`src/rtl/rv32imf_prefetch_ctrl_mo_if.sv`:
```
// Bundle of fetch-side, bus-side and FIFO-side signals around the prefetch
// controller. Suffixes (_i/_o) are relative to the controller (master).
interface rv32imf_prefetch_ctrl_mo_if #(
  parameter int DEPTH = 4
);
  localparam int CNT_W = $clog2(DEPTH + 1);

  logic             req_i;
  logic             branch_i;
  logic [31:0]      branch_addr_i;
  logic             busy_o;
  logic             trans_valid_o;
  logic             trans_ready_i;
  logic [31:0]      trans_addr_o;
  logic             resp_valid_i;
  logic             fetch_ready_i;
  logic             fetch_valid_o;
  logic             fifo_push_o;
  logic             fifo_pop_o;
  logic             fifo_flush_o;
  logic [CNT_W-1:0] fifo_cnt_i;
  logic             fifo_empty_i;
  logic [CNT_W-1:0] outstanding_o;

  modport master (
    input  req_i, branch_i, branch_addr_i, trans_ready_i, resp_valid_i,
           fetch_ready_i, fifo_cnt_i, fifo_empty_i,
    output busy_o, trans_valid_o, trans_addr_o, fetch_valid_o,
           fifo_push_o, fifo_pop_o, fifo_flush_o, outstanding_o
  );

  modport slave (
    output req_i, branch_i, branch_addr_i, trans_ready_i, resp_valid_i,
           fetch_ready_i, fifo_cnt_i, fifo_empty_i,
    input  busy_o, trans_valid_o, trans_addr_o, fetch_valid_o,
           fifo_push_o, fifo_pop_o, fifo_flush_o, outstanding_o
  );
endinterface

```
`src/rtl/rv32imf_prefetch_ctrl_mo.sv`:
```
// Instruction prefetch controller: issues word-aligned sequential fetches,
// redirects on taken branches, drops responses belonging to stale fetches,
// limits outstanding transactions and optionally holds sequential fetches
// at page boundaries until all earlier work has drained.
//
// state       | meaning
// ------------+----------------------------------------------------------
// IDLE        | sequential fetching, next address = last address + 4
// BRANCH_WAIT | redirect taken but not yet accepted, address = held target
// PAGE_HOLD   | last word of a page issued; next sequential fetch waits
//             | until nothing is outstanding and the FIFO is empty
module rv32imf_prefetch_ctrl_mo #(
  parameter int          DEPTH           = 4,
  parameter int          MAX_OUTSTANDING = 2,
  parameter int          PAGE_BITS       = 12,
  parameter logic [31:0] RESET_ADDR      = 32'h0000_0000,
  parameter int          CNT_W           = $clog2(DEPTH + 1)
) (
  input logic clk,
  input logic rst,
  rv32imf_prefetch_ctrl_mo_if.master bus
);

  typedef enum logic [1:0] {IDLE, BRANCH_WAIT, PAGE_HOLD} state_t;

  localparam int               CW1     = CNT_W + 1;
  localparam logic [CW1-1:0]   DEPTH_C = CW1'(DEPTH);
  localparam logic [CNT_W-1:0] MAX_C   = CNT_W'(MAX_OUTSTANDING);
  // Word-index bits inside a page; all ones marks the last word.
  localparam logic [31:0] PAGE_MASK = (PAGE_BITS == 0) ? 32'h0 :
    (((32'h1 << PAGE_BITS) - 32'h1) & 32'hFFFF_FFFC);

  state_t           state_q, state_d;
  logic [31:0]      trans_addr_q, trans_addr_d;
  logic [CNT_W-1:0] cnt_q, cnt_d;
  logic [CNT_W-1:0] flush_cnt_q, flush_cnt_d;

  logic [31:0]      tgt, incr, addr_o;
  logic [CNT_W-1:0] fcm;
  logic             space, hold_block, trans_valid, acc, kill, last_word;
  logic             unused_bits;

  assign unused_bits = ^{bus.branch_addr_i[1:0], trans_addr_q[1:0]};

  // Request qualification and address selection.
  always_comb begin
    tgt         = {bus.branch_addr_i[31:2], 2'b00};
    incr        = {trans_addr_q[31:2], 2'b00} + 32'd4;
    // A branch flushes the FIFO, so its occupancy no longer limits space.
    fcm         = bus.branch_i ? '0 : bus.fifo_cnt_i;
    space       = ({1'b0, fcm} + {1'b0, cnt_q}) < DEPTH_C;
    hold_block  = (state_q == PAGE_HOLD) && !bus.branch_i &&
                  ((cnt_q != '0) || !bus.fifo_empty_i);
    trans_valid = bus.req_i && space && (cnt_q < MAX_C) && !hold_block;
    acc         = trans_valid && bus.trans_ready_i;
    if (bus.branch_i)
      addr_o = tgt;
    else if (state_q == BRANCH_WAIT)
      addr_o = trans_addr_q;
    else
      addr_o = incr;
    last_word   = (PAGE_BITS != 0) && ((addr_o & PAGE_MASK) == PAGE_MASK);
    kill        = bus.branch_i || (flush_cnt_q != '0);
  end

  // Next-state, address, outstanding and flush counter updates.
  always_comb begin
    state_d = state_q;
    if (acc)
      state_d = last_word ? PAGE_HOLD : IDLE;
    else if (bus.branch_i)
      state_d = BRANCH_WAIT;

    trans_addr_d = (bus.branch_i || acc) ? addr_o : trans_addr_q;

    cnt_d = cnt_q;
    if (acc && !bus.resp_valid_i)
      cnt_d = cnt_q + 1'b1;
    else if (!acc && bus.resp_valid_i && (cnt_q != '0))
      cnt_d = cnt_q - 1'b1;

    // Everything outstanding at a branch is stale; a response arriving in
    // the branch cycle itself is already dropped and not counted again.
    flush_cnt_d = flush_cnt_q;
    if (bus.branch_i)
      flush_cnt_d = cnt_q - CNT_W'(bus.resp_valid_i && (cnt_q != '0));
    else if (bus.resp_valid_i && (flush_cnt_q != '0))
      flush_cnt_d = flush_cnt_q - 1'b1;
  end

  // State registers with synchronous reset.
  always_ff @(posedge clk) begin
    if (rst) begin
      state_q      <= IDLE;
      trans_addr_q <= RESET_ADDR;
      cnt_q        <= '0;
      flush_cnt_q  <= '0;
    end else begin
      state_q      <= state_d;
      trans_addr_q <= trans_addr_d;
      cnt_q        <= cnt_d;
      flush_cnt_q  <= flush_cnt_d;
    end
  end

  assign bus.trans_valid_o = trans_valid;
  assign bus.trans_addr_o  = addr_o;
  assign bus.busy_o        = (cnt_q != '0) || trans_valid;
  assign bus.outstanding_o = cnt_q;
  assign bus.fetch_valid_o = (!bus.fifo_empty_i || bus.resp_valid_i) && !kill;
  // Bypass the FIFO when it is empty and IF can take the word directly.
  assign bus.fifo_push_o   = bus.resp_valid_i &&
                             (!bus.fifo_empty_i || !bus.fetch_ready_i) && !kill;
  assign bus.fifo_pop_o    = !bus.fifo_empty_i && bus.fetch_ready_i;
  assign bus.fifo_flush_o  = bus.branch_i;

endmodule

```
`src/flat_wrapper.sv`:
```
// flat-port wrapper written by rule: the top's interface ports become plain ports
module rv32imf_prefetch_ctrl_mo_flat 
#(
  parameter int          DEPTH           = 4,
  parameter int          MAX_OUTSTANDING = 2,
  parameter int          PAGE_BITS       = 12,
  parameter logic [31:0] RESET_ADDR      = 32'h0000_0000,
  parameter int          CNT_W           = $clog2(DEPTH + 1)
)
  (clk, rst, bus_req_i, bus_branch_i, bus_branch_addr_i, bus_trans_ready_i, bus_resp_valid_i, bus_fetch_ready_i, bus_fifo_cnt_i, bus_fifo_empty_i, bus_busy_o, bus_trans_valid_o, bus_trans_addr_o, bus_fetch_valid_o, bus_fifo_push_o, bus_fifo_pop_o, bus_fifo_flush_o, bus_outstanding_o);
  rv32imf_prefetch_ctrl_mo_if #(.DEPTH(DEPTH)) bus_i ();
  input logic clk;
  input logic rst;
  input wire logic [$bits(bus_i.req_i)-1:0] bus_req_i;
  input wire logic [$bits(bus_i.branch_i)-1:0] bus_branch_i;
  input wire logic [$bits(bus_i.branch_addr_i)-1:0] bus_branch_addr_i;
  input wire logic [$bits(bus_i.trans_ready_i)-1:0] bus_trans_ready_i;
  input wire logic [$bits(bus_i.resp_valid_i)-1:0] bus_resp_valid_i;
  input wire logic [$bits(bus_i.fetch_ready_i)-1:0] bus_fetch_ready_i;
  input wire logic [$bits(bus_i.fifo_cnt_i)-1:0] bus_fifo_cnt_i;
  input wire logic [$bits(bus_i.fifo_empty_i)-1:0] bus_fifo_empty_i;
  output wire logic [$bits(bus_i.busy_o)-1:0] bus_busy_o;
  output wire logic [$bits(bus_i.trans_valid_o)-1:0] bus_trans_valid_o;
  output wire logic [$bits(bus_i.trans_addr_o)-1:0] bus_trans_addr_o;
  output wire logic [$bits(bus_i.fetch_valid_o)-1:0] bus_fetch_valid_o;
  output wire logic [$bits(bus_i.fifo_push_o)-1:0] bus_fifo_push_o;
  output wire logic [$bits(bus_i.fifo_pop_o)-1:0] bus_fifo_pop_o;
  output wire logic [$bits(bus_i.fifo_flush_o)-1:0] bus_fifo_flush_o;
  output wire logic [$bits(bus_i.outstanding_o)-1:0] bus_outstanding_o;
  assign bus_i.req_i = bus_req_i;
  assign bus_i.branch_i = bus_branch_i;
  assign bus_i.branch_addr_i = bus_branch_addr_i;
  assign bus_i.trans_ready_i = bus_trans_ready_i;
  assign bus_i.resp_valid_i = bus_resp_valid_i;
  assign bus_i.fetch_ready_i = bus_fetch_ready_i;
  assign bus_i.fifo_cnt_i = bus_fifo_cnt_i;
  assign bus_i.fifo_empty_i = bus_fifo_empty_i;
  assign bus_busy_o = bus_i.busy_o;
  assign bus_trans_valid_o = bus_i.trans_valid_o;
  assign bus_trans_addr_o = bus_i.trans_addr_o;
  assign bus_fetch_valid_o = bus_i.fetch_valid_o;
  assign bus_fifo_push_o = bus_i.fifo_push_o;
  assign bus_fifo_pop_o = bus_i.fifo_pop_o;
  assign bus_fifo_flush_o = bus_i.fifo_flush_o;
  assign bus_outstanding_o = bus_i.outstanding_o;
  rv32imf_prefetch_ctrl_mo #(.DEPTH(DEPTH), .MAX_OUTSTANDING(MAX_OUTSTANDING), .PAGE_BITS(PAGE_BITS), .RESET_ADDR(RESET_ADDR), .CNT_W(CNT_W)) u_core (.clk(clk), .rst(rst), .bus(bus_i));
endmodule
```
`config.mk`:
```
export PLATFORM = sky130hd
export DESIGN_NAME = rv32imf_prefetch_ctrl_mo_flat
export DESIGN_NICKNAME = d
export VERILOG_FILES = /design/src/rtl/rv32imf_prefetch_ctrl_mo_if.sv /design/src/rtl/rv32imf_prefetch_ctrl_mo.sv /design/src/flat_wrapper.sv
export SDC_FILE = /design/constraint.sdc
export NUM_CORES = 1
export LEC_CHECK = 0
export ABC_CLOCK_PERIOD_IN_PS = 4000
export BUFFER_PORTS_ARGS = -buffer_cell sky130_fd_sc_hd__buf_2
export CORE_MARGIN = 2
export CORE_UTILIZATION = 50
export CTS_BUF_LIST = sky130_fd_sc_hd__clkbuf_2 sky130_fd_sc_hd__clkbuf_4 sky130_fd_sc_hd__clkbuf_8
export CTS_CLUSTER_DIAMETER = 60
export DETAILED_ROUTE_END_ITERATION = 6
export PLACE_DENSITY = 0.76
export SYNTH_ARGS = -nofsm -noshare
export SYNTH_HDL_FRONTEND = slang
export SYNTH_SLANG_ARGS = --single-unit
```
`constraint.sdc`:
```
create_clock -name clk -period 4 [get_ports clk]
set_input_delay 0.6 -clock clk [delete_from_list [all_inputs] [get_ports clk]]
set_output_delay 0.6 -clock clk [all_outputs]
set_load 0.05 [all_outputs]
```
==> out/results.ini <==
[detailed_routing]
drt_pass1_iterations = 4
ant_nets = 0
routed_wl_um = 7360
post_drt_wl_per_cell_um = 14.0
drt_iter0_markers = 152
vias_per_cell = 5.65
drc = 0
vias = 2971

[setup_path]
path_class = flop to primary output
cp-end-kind = primary output
reg2reg_from = u_core.bus.outstanding_o[2]$_SDFFE_PP0P_
path_max_fanout = 11
ff2ff_setup_slack_ns = 1.13
arrival_ns = 2.88
crit_required_ns = 3.40
r2r_cells = 7
cp-start-kind = flop
r2r-end = u_core.trans_addr_q[2]$_SDFFE_PP0P_

[yosys]
syn_area_um2 = 2890
synth_seq_area_share_pct = 27.7
ys_types = 56
synth-edff-count = 0
syn-mean-instance-area_um2 = 7.50
synth_top_area_share_pct = 27.7
synth.area.top_cells = dfxtp_1, nand2_1, xnor2_1
synth-seq-cells = 40
netlist_instances = 385
synthArstFlopShare_pct = 0
dominantRegCellSynth = dfxtp_1
ys.warnings.count = 0
syn_nets = 436
yosys.area.top_type = dfxtp_1

[timing]
finalSetupViolations = 0
slew_headroom_pct = 46.3
finalMaxSlewViolations = 0
finClkSkew_ns = 0.00621
finalCritPeriodShare_pct = 87.0
worstMarginPinSlew_ns = 0.806
hold_viol_final = 0
fmax_mhz = 287
rsz0062_at_grt = no
min_period_ns = 3.48
fin_tns_setup_ns = 0

[floorplanning]
die-area_um2 = 6400
initial_core_util_pct = 52.1
core_area_um2 = 5540
die_h_um = 80.0
ios = 84
num_rows = 27
die_w_um = 80.0

[final_layout]
area_growth_pct = 18.5
final.fill_count = 525
final_cell_mix = buf_2, nand2_1, dfxtp_1
antenna_cells = 0
layoutNonFillerInstCount = 526
layout.nets = 504
layout_commonest_cell = buf_2
layout-drive-gt1-share_pct = 24.0

[clock_network]
htreeDepth = 2
cts_resized = 0
cts.clk_slew.worst_paths_ns = 0.09
clock_latency_ns = 0.30
cts_tree = built
root_buffer = clkbuf_8
clockBufferDepth = 2
clock_sink_count = 40
cts_buffers = 5
post_cts_buffers = 0
cts-hold-fix-buffers = 0

[place]
routabilityCongestion = 0.823
dp.cells = 518
dp_hpwl_um = 5180
port_buffers = 81

[min_path]
min_to = u_core.trans_addr_q[1]$_SDFFE_PP0P_
whs_path_depth = 2
min_from = u_core.trans_addr_q[1]$_SDFFE_PP0P_
hold_class = flop to flop

[power]
combPwrFrac_pct = 45.6
ir_worst_vdd_mv = 0.343
powerDensity_nw_per_um2 = 460
clockPowerShare_pct = 21.6
leakagePower_nw = 1.37
seq_power_share_pct = 32.8
switchingPower_mw = 0.714
p_int_mw = 0.859
swShare_pct = 45.4
power_mw = 1.57

[global_routing]
grt_pass1_wl_um = 12000
grt_max_degree = 44
track_usage_pct = 23.4
grt_overflow = 0
antenna_found_initial = 0
grt_pass1_vias = 2752

[outcome]
status = complete, no violations

[run]
drv_cap = 0

==> cell usage after synthesis, types with 2 or more instances <==
library cell and n:
o21a_1 4, a31oi_1 8, o21ai_0 12, nand2_1 54, or4_1 4, buf_1 3
o21ai_1 2, dfxtp_1 40, nor3_1 7, nand2b_1 4, buf_2 5, nor3_2 4
mux2i_1 2, o41ai_1 2, xnor2_1 20, xor2_1 15, and3_1 6, clkbuf_1 15
a211oi_1 17, nor2_1 38, and2_1 3, inv_1 13, buf_4 2, mux2_2 2
nand3b_1 3, nand4_1 10, nor2b_1 4, or3_1 4, ha_1 7, nand3_1 15
o31ai_1 5, a21oi_1 31
==> sequential cells by signal, summed over array words and instances, names as in the netlist <==
register / count
u_core.flush_cnt_q: 3
u_core.trans_addr_q: 32
u_core.state_q: 2
u_core.bus.outstanding_o: 3
==> through the flow <==
| step | util [%] | hold WS [ns] | instance area (um2) | setup slack (ns) |
|---|---|---|---|---|
| CTS | 61.7 | 0.465 | 3420 | 0.507 |
| floorplan | - | 0.432 | 2890 | 0.0351 |
| global placement | 59.7 | 0.442 | 3310 | 0.780 |
| finish | 61.7 | 0.460 | 3420 | 0.518 |
| detailed placement | 59.7 | 0.453 | 3310 | 0.745 |
| global route | 61.7 | 0.484 | 3420 | 0.244 |
==> how the worst max path moves through the flow <==
stage	from	endpoint	slack, ns	cells past startpoint
2_1_floorplan	bus_branch_i	bus_fifo_push_o	0.04	3
3_3_place_gp	bus_fifo_cnt_i[2]	u_core.trans_addr_q[2]$_SDFFE_PP0P_	0.78	9
3_5_place_dp	bus_branch_i	u_core.trans_addr_q[2]$_SDFFE_PP0P_	0.74	9
4_1_cts	u_core.state_q[1]$_SDFFE_PP0P_	bus_trans_addr_o[28]	0.51	7
5_1_grt	u_core.state_q[1]$_SDFFE_PP0P_	bus_trans_addr_o[30]	0.24	7
6_report	u_core.state_q[1]$_SDFFE_PP0P_	bus_trans_addr_o[28]	0.52	7
==> final cells by class <==
class / count / area, um2 / share of cell area (%)
Multi-Input combinational cell: 305 / 1910 / 56.0
Sequential cell: 40 / 801 / 23.4
Timing Repair Buffer: 87 / 450 / 13.2
Tap cell: 72 / 90.1 / 2.63
Clock buffer: 5 / 68.8 / 2.01
Inverter: 14 / 52.6 / 1.54
Clock inverter: 3 / 42.5 / 1.24
==> power by group through the flow <==
stage               logic (mW)  clock network, mW  registers, mW
global route             0.784              0.356          0.526
detailed placement       0.712                  0          0.524
CTS                      0.721              0.342          0.515
global placement         0.697                  0          0.521
floorplan                0.521                  0          0.550
finish                   0.718              0.339          0.516
==> critical path, stage by stage (launching register included) <==
cell and delay (ns):
dfxtp_1 0.37, nand2b_1 0.43, nand4_1 0.49, nor4_4 0.56, nand3_1 0.15, xor2_1 0.17
a21oi_1 0.14, buf_2 0.27
==> routing by layer <==
metal	part of all wire, %	track usage, %	wire length (um)
met5	0	0	0
met4	1.5	7.63	109
met3	5.5	3.73	403
met2	50	41.5	3670
met1	43	28.7	3180
==> cell families (layout without fill, tap and decap cells) <==
family / Yosys count / after routing / share of synthesized area, %
AOI/OAI and AO/OA: 89 / 89 / 20.0
xor gates and xnor gates: 35 / 35 / 10.6
adders and majority gates: 8 / 8 / 3.73
buffers and inverters: 40 / 109 / 5.94
DFF: 40 / 40 / 27.7
muxes: 4 / 4 / 1.47
and+or+nand+nor: 169 / 169 / 30.5
No activity file was read; power rests on OpenSTA's default activity.
